===== config.mk =====
export PLATFORM = sky130hd
export DESIGN_NAME = voice_allocator_flat
export DESIGN_NICKNAME = d
export VERILOG_FILES = /design/src/rtl/voice_allocator_pkg.sv /design/src/rtl/voice_allocator_if.sv /design/src/rtl/voice_allocator_age_tracker.sv /design/src/rtl/voice_allocator.sv /design/src/flat_wrapper.sv
export SDC_FILE = /design/constraint.sdc
export NUM_CORES = 1
export LEC_CHECK = 0
export BUFFER_PORTS_ARGS = -buffer_cell sky130_fd_sc_hd__buf_2
export CORE_UTILIZATION = 53
export DETAILED_ROUTE_END_ITERATION = 8
export PLACE_DENSITY = 0.81
export REMOVE_ABC_BUFFERS = 1
export SETUP_SLACK_MARGIN = 0.05
export SLEW_MARGIN = 20
export SYNTH_ARGS = -nofsm -noshare
export SYNTH_HDL_FRONTEND = slang
export SYNTH_SLANG_ARGS = --single-unit

===== constraint.sdc =====
create_clock -name sys_clk -period 14.6 [get_ports sys_clk]
set_clock_uncertainty 0.15 [all_clocks]
set_input_delay 1.46 -clock sys_clk [delete_from_list [all_inputs] [get_ports sys_clk]]
set_output_delay 1.46 -clock sys_clk [all_outputs]
set_load 0.03 [all_outputs]

===== src/rtl/voice_allocator_pkg.sv =====
// voice_allocator_pkg: shared state/candidate encodings and defaults for the voice allocator.
package voice_allocator_pkg;
  localparam int HOLD_CYCLES_DEF = 64;
  localparam int AGE_W_DEF = 8;
  typedef enum logic [1:0] {S_IDLE, S_SCAN, S_COMMIT, S_HOLD} state_e;
  typedef enum logic [1:0] {C_MATCH, C_FREE, C_REL, C_STEAL} cls_e;
  function automatic cls_e classify(logic gate, logic free, logic hit);
    if (gate) return hit ? C_MATCH : C_STEAL;
    if (free) return C_FREE;
    return C_REL;
  endfunction
endpackage


===== src/rtl/voice_allocator_if.sv =====
// voice_allocator_if: valid/ready note-event channel from midi_decoder into the allocator.
interface voice_allocator_if;
  logic ev_valid;
  logic ev_ready;
  logic ev_on;
  logic [6:0] ev_key;
  logic [6:0] ev_vel;
  modport master (output ev_valid, ev_on, ev_key, ev_vel, input ev_ready);
  modport slave (input ev_valid, ev_on, ev_key, ev_vel, output ev_ready);
endinterface


===== src/rtl/voice_allocator_age_tracker.sv =====
// voice_allocator_age_tracker: per-voice saturating age counters with oldest-voice lookup.
module voice_allocator_age_tracker #(
  parameter int VOICES = 8,
  parameter int V_WIDTH = 3,
  parameter int AGE_W = 8
) (
  input  logic               clk,
  input  logic               rst_n,
  input  logic               assign_en,
  input  logic [V_WIDTH-1:0] assign_idx,
  input  logic [VOICES-1:0]  active,
  output logic [V_WIDTH-1:0] oldest_idx
);
  logic [AGE_W-1:0] age_q [VOICES];
  logic [AGE_W-1:0] age_d [VOICES];
  always_comb begin
    for (int i = 0; i < VOICES; i++)
      age_d[i] = !assign_en ? age_q[i] :
                 (V_WIDTH'(i) == assign_idx) ? '0 :
                 (active[i] && age_q[i] != '1) ? age_q[i] + 1'b1 : age_q[i];
  end
  // strict compare keeps the lowest index on ties
  always_comb begin
    oldest_idx = '0;
    for (int i = 0; i < VOICES; i++)
      if (age_q[i] > age_q[oldest_idx]) oldest_idx = V_WIDTH'(i);
  end
  always_ff @(posedge clk or negedge rst_n)
    if (!rst_n) age_q <= '{default: '0};
    else age_q <= age_d;
endmodule


===== src/rtl/voice_allocator.sv =====
// voice_allocator: maps note events to voice gates and synth_engine note ports, stealing the oldest voice when full.
// Optional SUSTAIN_PEDAL_EN adds a sustain input that defers note-off releases until the pedal lifts.
module voice_allocator
  import voice_allocator_pkg::*;
#(
  parameter int VOICES = 8,
  parameter int V_WIDTH = 3,
  parameter int HOLD_CYCLES = HOLD_CYCLES_DEF,
  parameter int AGE_W = AGE_W_DEF
) (
  input  logic               sys_clk,
  input  logic               iRST_N,
  voice_allocator_if.slave   ev,
  input  logic               all_off,
  input  logic [VOICES-1:0]  voice_free,
`ifdef SUSTAIN_PEDAL_EN
  input  logic               sustain,
`endif
  output logic [VOICES-1:0]  keys_on,
  output logic               note_on,
  output logic [V_WIDTH-1:0] cur_key_adr,
  output logic [7:0]         cur_key_val,
  output logic [7:0]         cur_vel_on,
  output logic [7:0]         cur_vel_off
);
  localparam int HC_W = $clog2(HOLD_CYCLES + 1);
  state_e state_q, state_d;
  cls_e best_cls_q, best_cls_d, cls;
  logic [V_WIDTH-1:0] idx_q, idx_d, best_idx_q, best_idx_d, oldest, v;
  logic [HC_W-1:0] hold_q, hold_d;
  logic [6:0] key_q, key_d, vel_q, vel_d;
  logic is_on_q, is_on_d;
  logic [6:0] key_tab_q [VOICES];
  logic [6:0] key_tab_d [VOICES];
  logic [VOICES-1:0] keys_on_q, keys_on_d;
  logic note_on_q, note_on_d, assign_en;
  logic [V_WIDTH-1:0] adr_q, adr_d;
  logic [7:0] kval_q, kval_d, von_q, von_d, voff_q, voff_d;
`ifdef SUSTAIN_PEDAL_EN
  logic [VOICES-1:0] sus_q, sus_d;
  logic sustain_q;
`endif
  voice_allocator_age_tracker #(.VOICES(VOICES), .V_WIDTH(V_WIDTH), .AGE_W(AGE_W)) u_age (
    .clk(sys_clk), .rst_n(iRST_N), .assign_en(assign_en), .assign_idx(v),
    .active(keys_on_q), .oldest_idx(oldest)
  );
  assign cls = classify(keys_on_q[idx_q], voice_free[idx_q], key_tab_q[idx_q] == key_q);
  // no better class seen during the scan means every voice is gated: steal
  assign v = (best_cls_q == C_STEAL) ? oldest : best_idx_q;
  assign ev.ev_ready = state_q == S_IDLE;
  assign keys_on = keys_on_q;
  assign note_on = note_on_q;
  assign cur_key_adr = adr_q;
  assign cur_key_val = kval_q;
  assign cur_vel_on = von_q;
  assign cur_vel_off = voff_q;
  always_comb begin
    state_d = state_q;
    idx_d = idx_q;
    best_cls_d = best_cls_q;
    best_idx_d = best_idx_q;
    hold_d = hold_q;
    key_d = key_q;
    vel_d = vel_q;
    is_on_d = is_on_q;
    key_tab_d = key_tab_q;
    keys_on_d = keys_on_q;
    note_on_d = note_on_q;
    adr_d = adr_q;
    kval_d = kval_q;
    von_d = von_q;
    voff_d = voff_q;
    assign_en = 1'b0;
`ifdef SUSTAIN_PEDAL_EN
    sus_d = sus_q;
`endif
    case (state_q)
      S_IDLE:
        if (ev.ev_valid) begin
          state_d = S_SCAN;
          idx_d = '0;
          best_cls_d = C_STEAL;
          best_idx_d = '0;
          key_d = ev.ev_key;
          vel_d = ev.ev_vel;
          is_on_d = ev.ev_on && ev.ev_vel != '0;
        end
      S_SCAN: begin
        if (cls < best_cls_q) begin
          best_cls_d = cls;
          best_idx_d = idx_q;
        end
        idx_d = idx_q + 1'b1;
        if (idx_q == V_WIDTH'(VOICES - 1)) state_d = S_COMMIT;
      end
      S_COMMIT:
        if (all_off) state_d = S_IDLE;
        else if (is_on_q) begin
          keys_on_d[v] = 1'b1;
          key_tab_d[v] = key_q;
          adr_d = v;
          kval_d = {1'b0, key_q};
          von_d = {1'b0, vel_q};
          note_on_d = 1'b1;
          hold_d = '0;
          assign_en = 1'b1;
          state_d = S_HOLD;
`ifdef SUSTAIN_PEDAL_EN
          sus_d[v] = 1'b0;
`endif
        end else begin
          state_d = S_IDLE;
          if (best_cls_q == C_MATCH) begin
            adr_d = best_idx_q;
            voff_d = {1'b0, vel_q};
`ifdef SUSTAIN_PEDAL_EN
            if (sustain) sus_d[best_idx_q] = 1'b1;
            else keys_on_d[best_idx_q] = 1'b0;
`else
            keys_on_d[best_idx_q] = 1'b0;
`endif
          end
        end
      S_HOLD:
        if (hold_q == HC_W'(HOLD_CYCLES - 1)) begin
          state_d = S_IDLE;
          note_on_d = 1'b0;
        end else hold_d = hold_q + 1'b1;
      default: state_d = S_IDLE;
    endcase
`ifdef SUSTAIN_PEDAL_EN
    if (sustain_q && !sustain) begin
      keys_on_d = keys_on_d & ~sus_d;
      sus_d = '0;
    end
`endif
    if (all_off) begin
      keys_on_d = '0;
      note_on_d = 1'b0;
`ifdef SUSTAIN_PEDAL_EN
      sus_d = '0;
`endif
      if (state_q == S_SCAN) state_d = S_IDLE;
    end
  end
  always_ff @(posedge sys_clk or negedge iRST_N)
    if (!iRST_N) begin
      state_q <= S_IDLE;
      idx_q <= '0;
      best_cls_q <= C_STEAL;
      best_idx_q <= '0;
      hold_q <= '0;
      key_q <= '0;
      vel_q <= '0;
      is_on_q <= 1'b0;
      key_tab_q <= '{default: '0};
      keys_on_q <= '0;
      note_on_q <= 1'b0;
      adr_q <= '0;
      kval_q <= '0;
      von_q <= '0;
      voff_q <= '0;
    end else begin
      state_q <= state_d;
      idx_q <= idx_d;
      best_cls_q <= best_cls_d;
      best_idx_q <= best_idx_d;
      hold_q <= hold_d;
      key_q <= key_d;
      vel_q <= vel_d;
      is_on_q <= is_on_d;
      key_tab_q <= key_tab_d;
      keys_on_q <= keys_on_d;
      note_on_q <= note_on_d;
      adr_q <= adr_d;
      kval_q <= kval_d;
      von_q <= von_d;
      voff_q <= voff_d;
    end
`ifdef SUSTAIN_PEDAL_EN
  always_ff @(posedge sys_clk or negedge iRST_N)
    if (!iRST_N) begin
      sus_q <= '0;
      sustain_q <= 1'b0;
    end else begin
      sus_q <= sus_d;
      sustain_q <= sustain;
    end
`endif
endmodule


===== src/flat_wrapper.sv =====
// flat-port wrapper written by rule: the top's interface ports become plain ports
module voice_allocator_flat import voice_allocator_pkg::*;
#(
  parameter int VOICES = 8,
  parameter int V_WIDTH = 3,
  parameter int HOLD_CYCLES = HOLD_CYCLES_DEF,
  parameter int AGE_W = AGE_W_DEF
)
  (sys_clk, iRST_N, all_off, voice_free, keys_on, note_on, cur_key_adr, cur_key_val, cur_vel_on, cur_vel_off, ev_ev_valid, ev_ev_on, ev_ev_key, ev_ev_vel, ev_ev_ready);
  voice_allocator_if ev_i ();
  input  logic sys_clk;
  input  logic iRST_N;
  input  logic all_off;
  input  logic [VOICES-1:0] voice_free;
  output logic [VOICES-1:0] keys_on;
  output logic note_on;
  output logic [V_WIDTH-1:0] cur_key_adr;
  output logic [7:0] cur_key_val;
  output logic [7:0] cur_vel_on;
  output logic [7:0] cur_vel_off;
  input wire logic [$bits(ev_i.ev_valid)-1:0] ev_ev_valid;
  input wire logic [$bits(ev_i.ev_on)-1:0] ev_ev_on;
  input wire logic [$bits(ev_i.ev_key)-1:0] ev_ev_key;
  input wire logic [$bits(ev_i.ev_vel)-1:0] ev_ev_vel;
  output wire logic [$bits(ev_i.ev_ready)-1:0] ev_ev_ready;
  assign ev_i.ev_valid = ev_ev_valid;
  assign ev_i.ev_on = ev_ev_on;
  assign ev_i.ev_key = ev_ev_key;
  assign ev_i.ev_vel = ev_ev_vel;
  assign ev_ev_ready = ev_i.ev_ready;
  voice_allocator #(.VOICES(VOICES), .V_WIDTH(V_WIDTH), .HOLD_CYCLES(HOLD_CYCLES), .AGE_W(AGE_W)) u_core (.sys_clk(sys_clk), .iRST_N(iRST_N), .ev(ev_i), .all_off(all_off), .voice_free(voice_free), .keys_on(keys_on), .note_on(note_on), .cur_key_adr(cur_key_adr), .cur_key_val(cur_key_val), .cur_vel_on(cur_vel_on), .cur_vel_off(cur_vel_off));
endmodule

==> metrics.cfg, run 1 <==
[status]
status = finished clean

[pwr]
ir_drop_uv = 106
p_leak_uw = 0.00615
p_per_area_mw_per_mm2 = 132

[sta]
totalNegativeSetupSlack_ns = 0
max_freq_mhz = 73.4
period_share_pct = 93.3
hold_viol_final = 0
worst_pin_slew_ns = 0.980
relSlewSlack_pct = 34.7
slew_violations = 0
rsz0062_at_grt = false
final-setup-viol-count = 0
min_period_ns = 13.62

[clocking]
cts_tree = yes
clkLatencyLatePin_ns = 0.44
root_buffer = clkbuf_16
h-tree-depth = 4
path_clk_slew_ns = 0.08
cts_buffer_depth = 2
numCtsBuffers = 17
cts.sinks = 185

[placed_design]
dp_hpwl_mm = 19.2
port-buffer-count = 60
place_congestion = 0.977

[critical_path]
r2r_setup_slack_ns = 0.98
rr_endpoint = u_core.key_tab_q[34]
crit_end = u_core.key_tab_q[34]
cp.arrival_ns = 13.80
cp_max_fo = 17
path_class = reg -> reg
cp_common_cell = ha_1
crit_path_top_delay_cell = nor3_4
startpoint = u_core.u_age.age_q[57]
worst_setup_path_start_kind = flip-flop
timing.rr.start = u_core.u_age.age_q[57]
worst_ep_required_time_ns = 14.78
slowest_delay_ns = 0.44
endpoint_kind = flip-flop
rr_worst_depth = 57

[floorplanning]
pin_count = 64
die_x_um = 148
die_h_um = 148
die-area_mm2 = 0.0219
rows = 52
core_mm2 = 0.0206
start_util_pct = 54.8

[global_routing]
grt.busiest_layer = met2
track_usage_pct = 25.9
met2_usage_pct = 42.3
grt-ovfl-total = 0
grt_max_degree = 127
grt_pass1_vias = 8885
grt_pass1_wl_mm = 44.8
gr-usage-met1_pct = 34.1
antenna_found_initial = 0
use_met3_pct = 4.94

[final_layout]
final_util_pct = 60.6
fillers = 1724
layout.nets = 1267
syn_to_final_growth_pct = 10.5
final_cell_mix = dfrtp_1, nand2_1, nor2_1
drive_gt1_share_pct = 20.6
diodes = 0
mostFrequentLayoutCell = dfrtp_1

[detailed_routing]
wirelength_mm = 27.1
drc_errors = 0
routed-via-count = 8906
dr.pass1.iters = 6
drtIter0Drc = 698
antenna_left = 0
viasPerCell = 6.13
wl_per_cell_um = 18.7

[job]
maxCapViolCount = 0

[synthesis]
synth-edff-count = 0
synth_seq_cells = 185
netlist_area_mm2 = 0.0113
synthFlopType = dfrtp_1
yosysWarnings = 0
avgSynthCellArea_um2 = 10.0
async_reset_ff_share_pct = 100
synth.distinct_cells = 80
synth_cells = 1126
yosysSeqAreaShare_pct = 41.1

[hold_path]
holdCritPathClass = reg -> reg

## metrics by stage
| stage | hold WS (ns) | worst slack (ns) | power [uW] | area (um2) | std cells |
|---|---|---|---|---|---|
| floorplan | 0.301 | 0.656 | 1020 | 11000 | 1070 |
| global placement | 0.304 | 0.314 | 1150 | 11800 | 1418 |
| detailed placement | 0.306 | 0.115 | 1160 | 11800 | 1418 |
| CTS | 0.329 | 0.242 | 1640 | 12400 | 1449 |
| global route | 0.348 | 0.221 | 1720 | 12500 | 1454 |
| finish | 0.330 | 0.980 | 1640 | 12500 | 1454 |
## power breakdown
group / switching, uW / internal [uW] / total (uW)
clock network: 229 / 246 / 474
logic: 285 / 220 / 505
registers: 91.5 / 569 / 660
## logic make-up after synthesis
logic type / count (synthesis) / share of synthesized area (%)
flops: 185 / 41.1
other cells: 1 / 0.0333
xor+xnor: 62 / 4.82
compound gates: 210 / 13.0
buf+inv: 91 / 3.78
mux: 136 / 14.0
simple gates: 373 / 15.7
fa+ha+maj: 68 / 7.55
## critical path: cells and delay by family, from the launching register on
family,cells,cell delay (ns)
muxes,3,0.95
AOI/OAI and AO/OA,24,5.54
and+or+nand+nor,17,3.39
buffers and inverters,6,1.07
adders and majority gates,7,1.97
DFF,1,0.41
## cells in the mapped netlist, types with 3 or more instances
library cell,count,area [um2]
dfrtp_1,183,4580
nand2_1,123,462
nor2_1,117,439
mux2_2,88,991
ha_1,68,851
a21oi_1,49,245
nand3_1,40,200
o21ai_0,38,190
xnor2_1,36,315
inv_1,33,124
mux2i_1,31,310
clkbuf_1,29,109
xor2_1,26,228
nand4_1,22,138
a31oi_1,16,100
nand2b_1,13,81.3
o22ai_1,12,75.1
and3_1,11,68.8
buf_4,10,75.1
a21o_1,9,67.6
a221oi_1,9,78.8
mux2_1,9,101
nor3_1,9,45.0
buf_2,8,40.0
mux4_2,8,180
nor2b_1,8,50.1
o211ai_1,7,52.6
and4_1,6,52.6
buf_1,6,22.5
a21boi_0,5,37.5
buf_6,5,56.3
o211a_1,5,50.1
o21a_1,5,37.5
o31ai_1,5,37.5
a211oi_1,4,30.0
and2_1,4,25.0
o22a_1,4,35.0
a22o_1,3,26.3
nor3_4,3,48.8
or3_1,3,18.8
## flip-flops by register name, indices dropped and copies added, names as in the netlist
register and count:
u_core.key_tab_q 56, u_core.idx_q 3, u_core.cur_vel_on 7, u_core.hold_q 7, u_core.u_age.age_q 64, u_core.best_idx_q 3, u_core.best_cls_q 2, u_core.note_on 1
u_core.vel_q 7, u_core.is_on_q 1, u_core.key_q 7, u_core.cur_vel_off 7, u_core.cur_key_adr 3, u_core.cur_key_val 7, u_core.state_q 2, u_core.keys_on 8
## what timing repair did
item	in CTS	in global routing
setup endpoints to repair	25	110
resized for setup	3	6
pin swaps	0	3
buffers inserted	0	5
hold buffers	0	0
## worst min-delay path by stage
stage | startpoint | to | slack, ns | depth (start not counted)
final | u_core.cur_key_val[5] | u_core.cur_key_val[5] | 0.33 | 2
after global routing | u_core.cur_vel_on[1] | u_core.cur_vel_on[1] | 0.35 | 2
after CTS | u_core.cur_vel_on[1] | u_core.cur_vel_on[1] | 0.33 | 2
after detailed placement | u_core.cur_vel_on[4] | u_core.cur_vel_on[4] | 0.31 | 2
after global placement | u_core.cur_key_val[2] | u_core.cur_key_val[2] | 0.30 | 2
after floorplan | u_core.vel_q[0] | u_core.cur_vel_on[0] | 0.30 | 2
## cell type report
type / instances / area, um2 / share of cell area (%)
well taps: 270 / 338 / 2.71
multi-input cells: 852 / 6270 / 50.3
repair buffers: 83 / 495 / 3.98
clock buffers: 17 / 425 / 3.41
clock inverters: 14 / 180 / 1.45
flip-flops and latches: 185 / 4630 / 37.2
inverters: 33 / 124 / 0.994
## layer usage
layer / share of wire (%) / vias to the layer above
met5: 0 / -
met4: 2.6 / 0
met3: 5.7 / 66
met2: 48 / 321
met1: 44 / 4395
li1: - / 4124
No activity file was read; power rests on OpenSTA's default activity.
==> inputs of run 2 (changes only) <==
Settings changed: RECOVER_POWER set to 100.
==> metrics.cfg, run 2 (synthesis gave the netlist of run 1 again) <==
[critical_path]
crit_path_top_delay_cell = and4_1
cp_max_fo = 17  ; unchanged
path_class = reg -> reg
worst_setup_path_start_kind = flip-flop
cp.arrival_ns = 13.99  ; +0.19 ns
worst_ep_required_time_ns = 14.78  ; about the same
slowest_delay_ns = 0.83  ; +0.39 ns
endpoint_kind = flip-flop
cp_common_cell = ha_1

[placed_design]
place_congestion = 0.977  ; unchanged
port-buffer-count = 60  ; unchanged
dpl.cell_count = 1418  ; unchanged
dp_hpwl_mm = 19.2  ; unchanged

[floorplanning]
pin_count = 64  ; unchanged
rows = 52  ; unchanged
core_mm2 = 0.0206  ; unchanged
die-area_mm2 = 0.0219  ; unchanged
start_util_pct = 54.8  ; unchanged
die_x_um = 148  ; unchanged
die_h_um = 148  ; unchanged

[clocking]
cts_buffer_depth = 2  ; unchanged
root_buffer = clkbuf_16
h-tree-depth = 4  ; unchanged
clkLatencyLatePin_ns = 0.44  ; about the same
path_clk_slew_ns = 0.07  ; about the same
numCtsBuffers = 17  ; unchanged
cts.sinks = 185  ; unchanged
cts_tree = yes

[pwr]
p_per_area_mw_per_mm2 = 132  ; +0.54%
power.total_uw = 1630  ; -0.59%
p_leak_uw = 0.00595  ; -3.3%
ir_drop_uv = 105  ; -0.35%

[final_layout]
diodes = 0  ; unchanged
final_cell_mix = dfrtp_1, nand2_1, nor2_1
layout.nets = 1267  ; unchanged
syn_to_final_growth_pct = 9.30
fillers = 1770  ; +2.7%
largest_register_ff_count = 64  ; unchanged
mostFrequentLayoutCell = dfrtp_1
instances_no_fill = 1454  ; unchanged
drive_gt1_share_pct = 16.1  ; -4.5 points
largest-register = u_core.u_age.age_q

[global_routing]
track_usage_pct = 25.9  ; unchanged
antenna_found_initial = 0  ; unchanged
grt_pass1_vias = 8885  ; unchanged
grt_max_degree = 127  ; unchanged
grt_pass1_wl_mm = 44.8  ; unchanged
grt-ovfl-total = 0  ; unchanged

[detailed_routing]
route.met3.wl_mm = 1.49  ; -3.7%
routed-wl-met2_mm = 13.1  ; about the same
routed-via-count = 8864  ; -0.47%
wirelength_mm = 27.2  ; +0.13%
drt-met1-wl_mm = 11.9  ; +0.30%
antenna_left = 0  ; unchanged
maxUsedRoutingLayer = met4
viasPerCell = 6.10  ; -0.47%
drc_errors = 0  ; unchanged
drtIter0Drc = 727  ; +4.2%
dr.pass1.iters = 6  ; unchanged
wl_per_cell_um = 18.7  ; +0.13%

[job]
maxCapViolCount = 3  ; +3

[sta]
worst_pin_slew_ns = 6.71  ; +5.73 ns
hold_viol_final = 0  ; unchanged
min_period_ns = 13.82  ; +0.197 ns
max_freq_mhz = 72.4  ; -1.4%
rsz0062_at_grt = false
final-setup-viol-count = 0  ; unchanged
relSlewSlack_pct = -347  ; -380 points
slew_violations = 217  ; +217
totalNegativeSetupSlack_ns = 0  ; unchanged
period_share_pct = 94.6  ; +1.3 points

[hold_path]
holdCritPathClass = reg -> reg

[status]
violations = max-capacitance violations, max-slew violations
status = finished, violations left

run 2: cell count changes in the layout (fill, tap and decap cells not counted), sizes merged:
cell / change
buf: -46
clkbuf: +46
run 2: repair_timing:
item | in CTS | in global routing
resized for setup | 3 | 6
hold buffers | 0 | 0
pin swaps | 0 | 3
endpoints found under the hold margin | 0 | 0
setup buffers | 0 | 5
endpoints found under the setup margin | 25 | 110
run 2: critical path, delay by kind of cell, from the launching register on:
kind	cells	cell delay, ns
AO/OA/AOI/OAI	24	5.86
flip-flops	1	0.47
adder cells (fa/ha/maj)	7	1.97
buffers and inverters	4	0.67
AND/OR/NAND/NOR	16	3.56
multiplexers	3	1.00
run 2: layout make-up:
cell class | instances | area, um2 | area share [%]
repair buffers | 83 | 408 | 3.31
clock inverters | 14 | 180 | 1.46
flip-flops and latches | 185 | 4630 | 37.6
inverters | 33 | 124 | 1.01
well taps | 270 | 338 | 2.74
clock buffers | 17 | 425 | 3.45
multi-input cells | 852 | 6220 | 50.4
run 2: per-stage QoR:
| stage | cell area (um2) | setup slack, ns | utilization (%) | hold slack (ns) |
|---|---|---|---|---|
| 6_report | 12300 | 0.783 | 59.9 | 0.330 |
| 5_1_grt | 12300 | 0.120 | 59.9 | 0.350 |
| 4_1_cts | 12400 | 0.242 | 60.3 | 0.329 |
| 3_5_place_dp | 11800 | 0.115 | 57.3 | 0.306 |
| 3_3_place_gp | 11800 | 0.314 | 57.3 | 0.304 |
| 2_1_floorplan | 11000 | 0.656 | - | 0.301 |
run 2: routing by layer:
layer  GRT usage (%)  up-vias
met5               0        -
met4            9.85        0
met3            4.94       66
met2            42.3      317
met1            34.1     4355
li1                -     4126
run 2: final timing paths:
path / from / end / slack [ns] / cells after the start
max in group asynchronous: iRST_N / u_core.key_tab_q[50] / 5.82 / 2
setup reg to reg: u_core.u_age.age_q[60] / u_core.key_tab_q[8] / 0.78 / 54
setup / recovery: u_core.u_age.age_q[60] / u_core.key_tab_q[8] / 0.78 / 54
min in group asynchronous: iRST_N / u_core.u_age.age_q[54] / 3.38 / 1
hold / removal: u_core.cur_vel_on[1] / u_core.cur_vel_on[1] / 0.33 / 2
hold reg to reg: u_core.cur_vel_on[1] / u_core.cur_vel_on[1] / 0.33 / 2
run 2: where the power goes:
group          total [uW]  internal (uW)  switching [uW]
registers             661            569            91.6
logic                 495            215             280
clock network         474            246             228
total                1630           1030             600
==> inputs of run 3 (changes only) <==
==> constraint.sdc (replaced) <==
create_clock -name sys_clk -period 14.6 [get_ports sys_clk]
set_clock_uncertainty 0.15 [all_clocks]
set_input_delay 0.73 -clock sys_clk [delete_from_list [all_inputs] [get_ports sys_clk]]
set_output_delay 0.73 -clock sys_clk [all_outputs]
set_load 0.03 [all_outputs]
==> metrics.cfg, run 3 (synthesis gave the netlist of run 1 again) <==
[status]
status = finished, violations left
violations = max-capacitance violations, max-slew violations

[detailed_routing]
route.met3.wl_mm = 1.65  ; +11%
routed-wl-met2_mm = 13.1  ; -0.19%
antenna_left = 0  ; unchanged
dr.pass1.iters = 6  ; unchanged
routed-via-count = 8865  ; +0.011%
drc_errors = 0  ; unchanged
wl_per_cell_um = 18.7  ; -0.15%
maxUsedRoutingLayer = met4
drtIter0Drc = 722  ; -0.69%
viasPerCell = 6.10  ; about the same
wirelength_mm = 27.1  ; -0.15%
drt-met1-wl_mm = 11.8  ; -0.84%

[pwr]
p_leak_uw = 0.00595  ; about the same
p_seq_share_pct = 40.6  ; about the same
p_clk_share_pct = 29.0  ; about the same
p_comb_share_pct = 30.4  ; about the same
ir_drop_uv = 105  ; -0.18%
p_per_area_mw_per_mm2 = 132  ; -0.11%
swShare_pct = 36.8  ; -0.055 points
p_int_uw = 1030  ; unchanged
p_switching_uw = 599  ; -0.23%

[critical_path]
crit_path_top_delay_cell = and4_1
cp_max_fo = 18  ; +1
path_class = reg -> reg
crit_buf_inv = 4  ; unchanged
worst_setup_path_start_kind = flip-flop
cpLargestDelayFamily = compound AO/OA/AOI/OAI gates
cp_common_cell = ha_1
endpoint_kind = flip-flop
worst_ep_required_time_ns = 14.78  ; about the same
cp.arrival_ns = 13.98  ; about the same
slowest_delay_ns = 0.83  ; about the same

[placed_design]
placed_area_mm2 = 0.0118  ; unchanged
port-buffer-count = 60  ; unchanged
dp_hpwl_mm = 19.2  ; unchanged
place_congestion = 0.977  ; unchanged

[global_routing]
track_usage_pct = 25.9  ; unchanged
grt_max_degree = 127  ; unchanged
grt_pass1_vias = 8885  ; unchanged
antenna_found_initial = 0  ; unchanged
grt-ovfl-total = 0  ; unchanged
grt_pass1_wl_mm = 44.8  ; unchanged

[sta]
worst_pin_slew_ns = 6.70  ; -0.0138 ns
rsz0062_at_grt = false
max_freq_mhz = 72.5  ; +0.13%
final-setup-viol-count = 0  ; unchanged
min_period_ns = 13.80  ; -0.0174 ns
hold_viol_final = 0  ; unchanged
relSlewSlack_pct = -346  ; +0.92 points
totalNegativeSetupSlack_ns = 0  ; unchanged
slew_violations = 217  ; unchanged
period_share_pct = 94.5  ; -0.12 points

[final_layout]
final_util_pct = 60.0  ; about the same
drive_gt1_share_pct = 16.3  ; +0.17 points
layout.nets = 1267  ; unchanged
fillers = 1770  ; unchanged
stdcell_area_mm2 = 0.0123  ; about the same
mostFrequentLayoutCell = dfrtp_1
final_cell_mix = dfrtp_1, nand2_1, nor2_1
syn_to_final_growth_pct = 9.32  ; about the same
largest_register_ff_count = 64  ; unchanged
diodes = 0  ; unchanged
largest-register = u_core.u_age.age_q

[clocking]
cts_buffer_depth = 2  ; unchanged
numCtsBuffers = 17  ; unchanged
cts_hold_buf = 0  ; unchanged
cts.sinks = 185  ; unchanged
cts_tree = yes
path_clk_slew_ns = 0.07  ; about the same
clkLatencyLatePin_ns = 0.44  ; about the same
root_buffer = clkbuf_16
h-tree-depth = 4  ; unchanged

[floorplanning]
die-area_mm2 = 0.0219  ; unchanged
die_h_um = 148  ; unchanged
die_x_um = 148  ; unchanged
core_mm2 = 0.0206  ; unchanged
pin_count = 64  ; unchanged
rows = 52  ; unchanged
start_util_pct = 54.8  ; unchanged

[hold_path]
holdCritPathClass = reg -> reg

[job]
maxCapViolCount = 3  ; unchanged

==> run 3: cell count changes in the layout (fill, tap and decap cells not counted), sizes merged <==
cell	before	now
buf	37	39
clkbuf	63	61
==> run 3: tightest hold or removal path: stages, from the launching register on <==
cell and delay (ns):
dfrtp_1 0.35, nand2_1 0.05, nand2_1 0.05
==> run 3: final timing paths <==
kind / from / end / slack, ns / depth (start not counted)
min reg2reg: u_core.cur_vel_on[4] / u_core.cur_vel_on[4] / 0.33 / 2
max reg2reg: u_core.u_age.age_q[60] / u_core.key_tab_q[8] / 0.80 / 53
max: u_core.u_age.age_q[60] / u_core.key_tab_q[8] / 0.80 / 53
min in group asynchronous: iRST_N / u_core.u_age.age_q[54] / 2.64 / 1
max in group asynchronous: iRST_N / u_core.key_tab_q[50] / 6.59 / 2
min: u_core.cur_vel_on[4] / u_core.cur_vel_on[4] / 0.33 / 2
==> run 3: layer usage <==
| metal | GRT usage [%] | vias to the layer above |
|---|---|---|
| met3 | 4.94 | 63 |
| li1 | - | 4130 |
| met5 | 0 | - |
| met4 | 9.85 | 0 |
| met1 | 34.1 | 4375 |
| met2 | 42.3 | 297 |
==> run 3: layout make-up <==
cell class / count / area, um2 / share of cell area, %
multi-input combinational: 852 / 6220 / 50.4
sequential: 185 / 4630 / 37.6
clock buffer: 17 / 425 / 3.45
timing repair buffer: 83 / 410 / 3.33
tap: 270 / 338 / 2.74
clock inverter: 14 / 180 / 1.46
inverter: 33 / 124 / 1.00
==> run 3: metrics by stage <==
stage	worst slack [ns]	hold slack (ns)	cells	power [uW]
finish	0.800	0.332	1454	1630
CTS	0.242	0.329	1449	1640
global route	0.120	0.350	1454	1710
detailed placement	0.115	0.306	1418	1160
global placement	0.314	0.304	1418	1150
floorplan	0.656	0.284	1070	1020
==> run 3: what timing repair did <==
| item | CTS | global route |
|---|---|---|
| resized for setup | 3 | 6 |
| endpoints found under the setup margin | 25 | 110 |
| gates cloned | 0 | 0 |
| setup buffers | 0 | 5 |
| pin swaps | 0 | 3 |
==> run 3: power groups by stage <==
stage / clock [uW] / sequential [uW] / combinational, uW
after CTS: 481 / 659 / 501
after detailed placement: 0 / 668 / 495
after global placement: 0 / 665 / 481
after global routing: 499 / 671 / 543
after floorplan: 0 / 670 / 345
final: 473 / 660 / 495
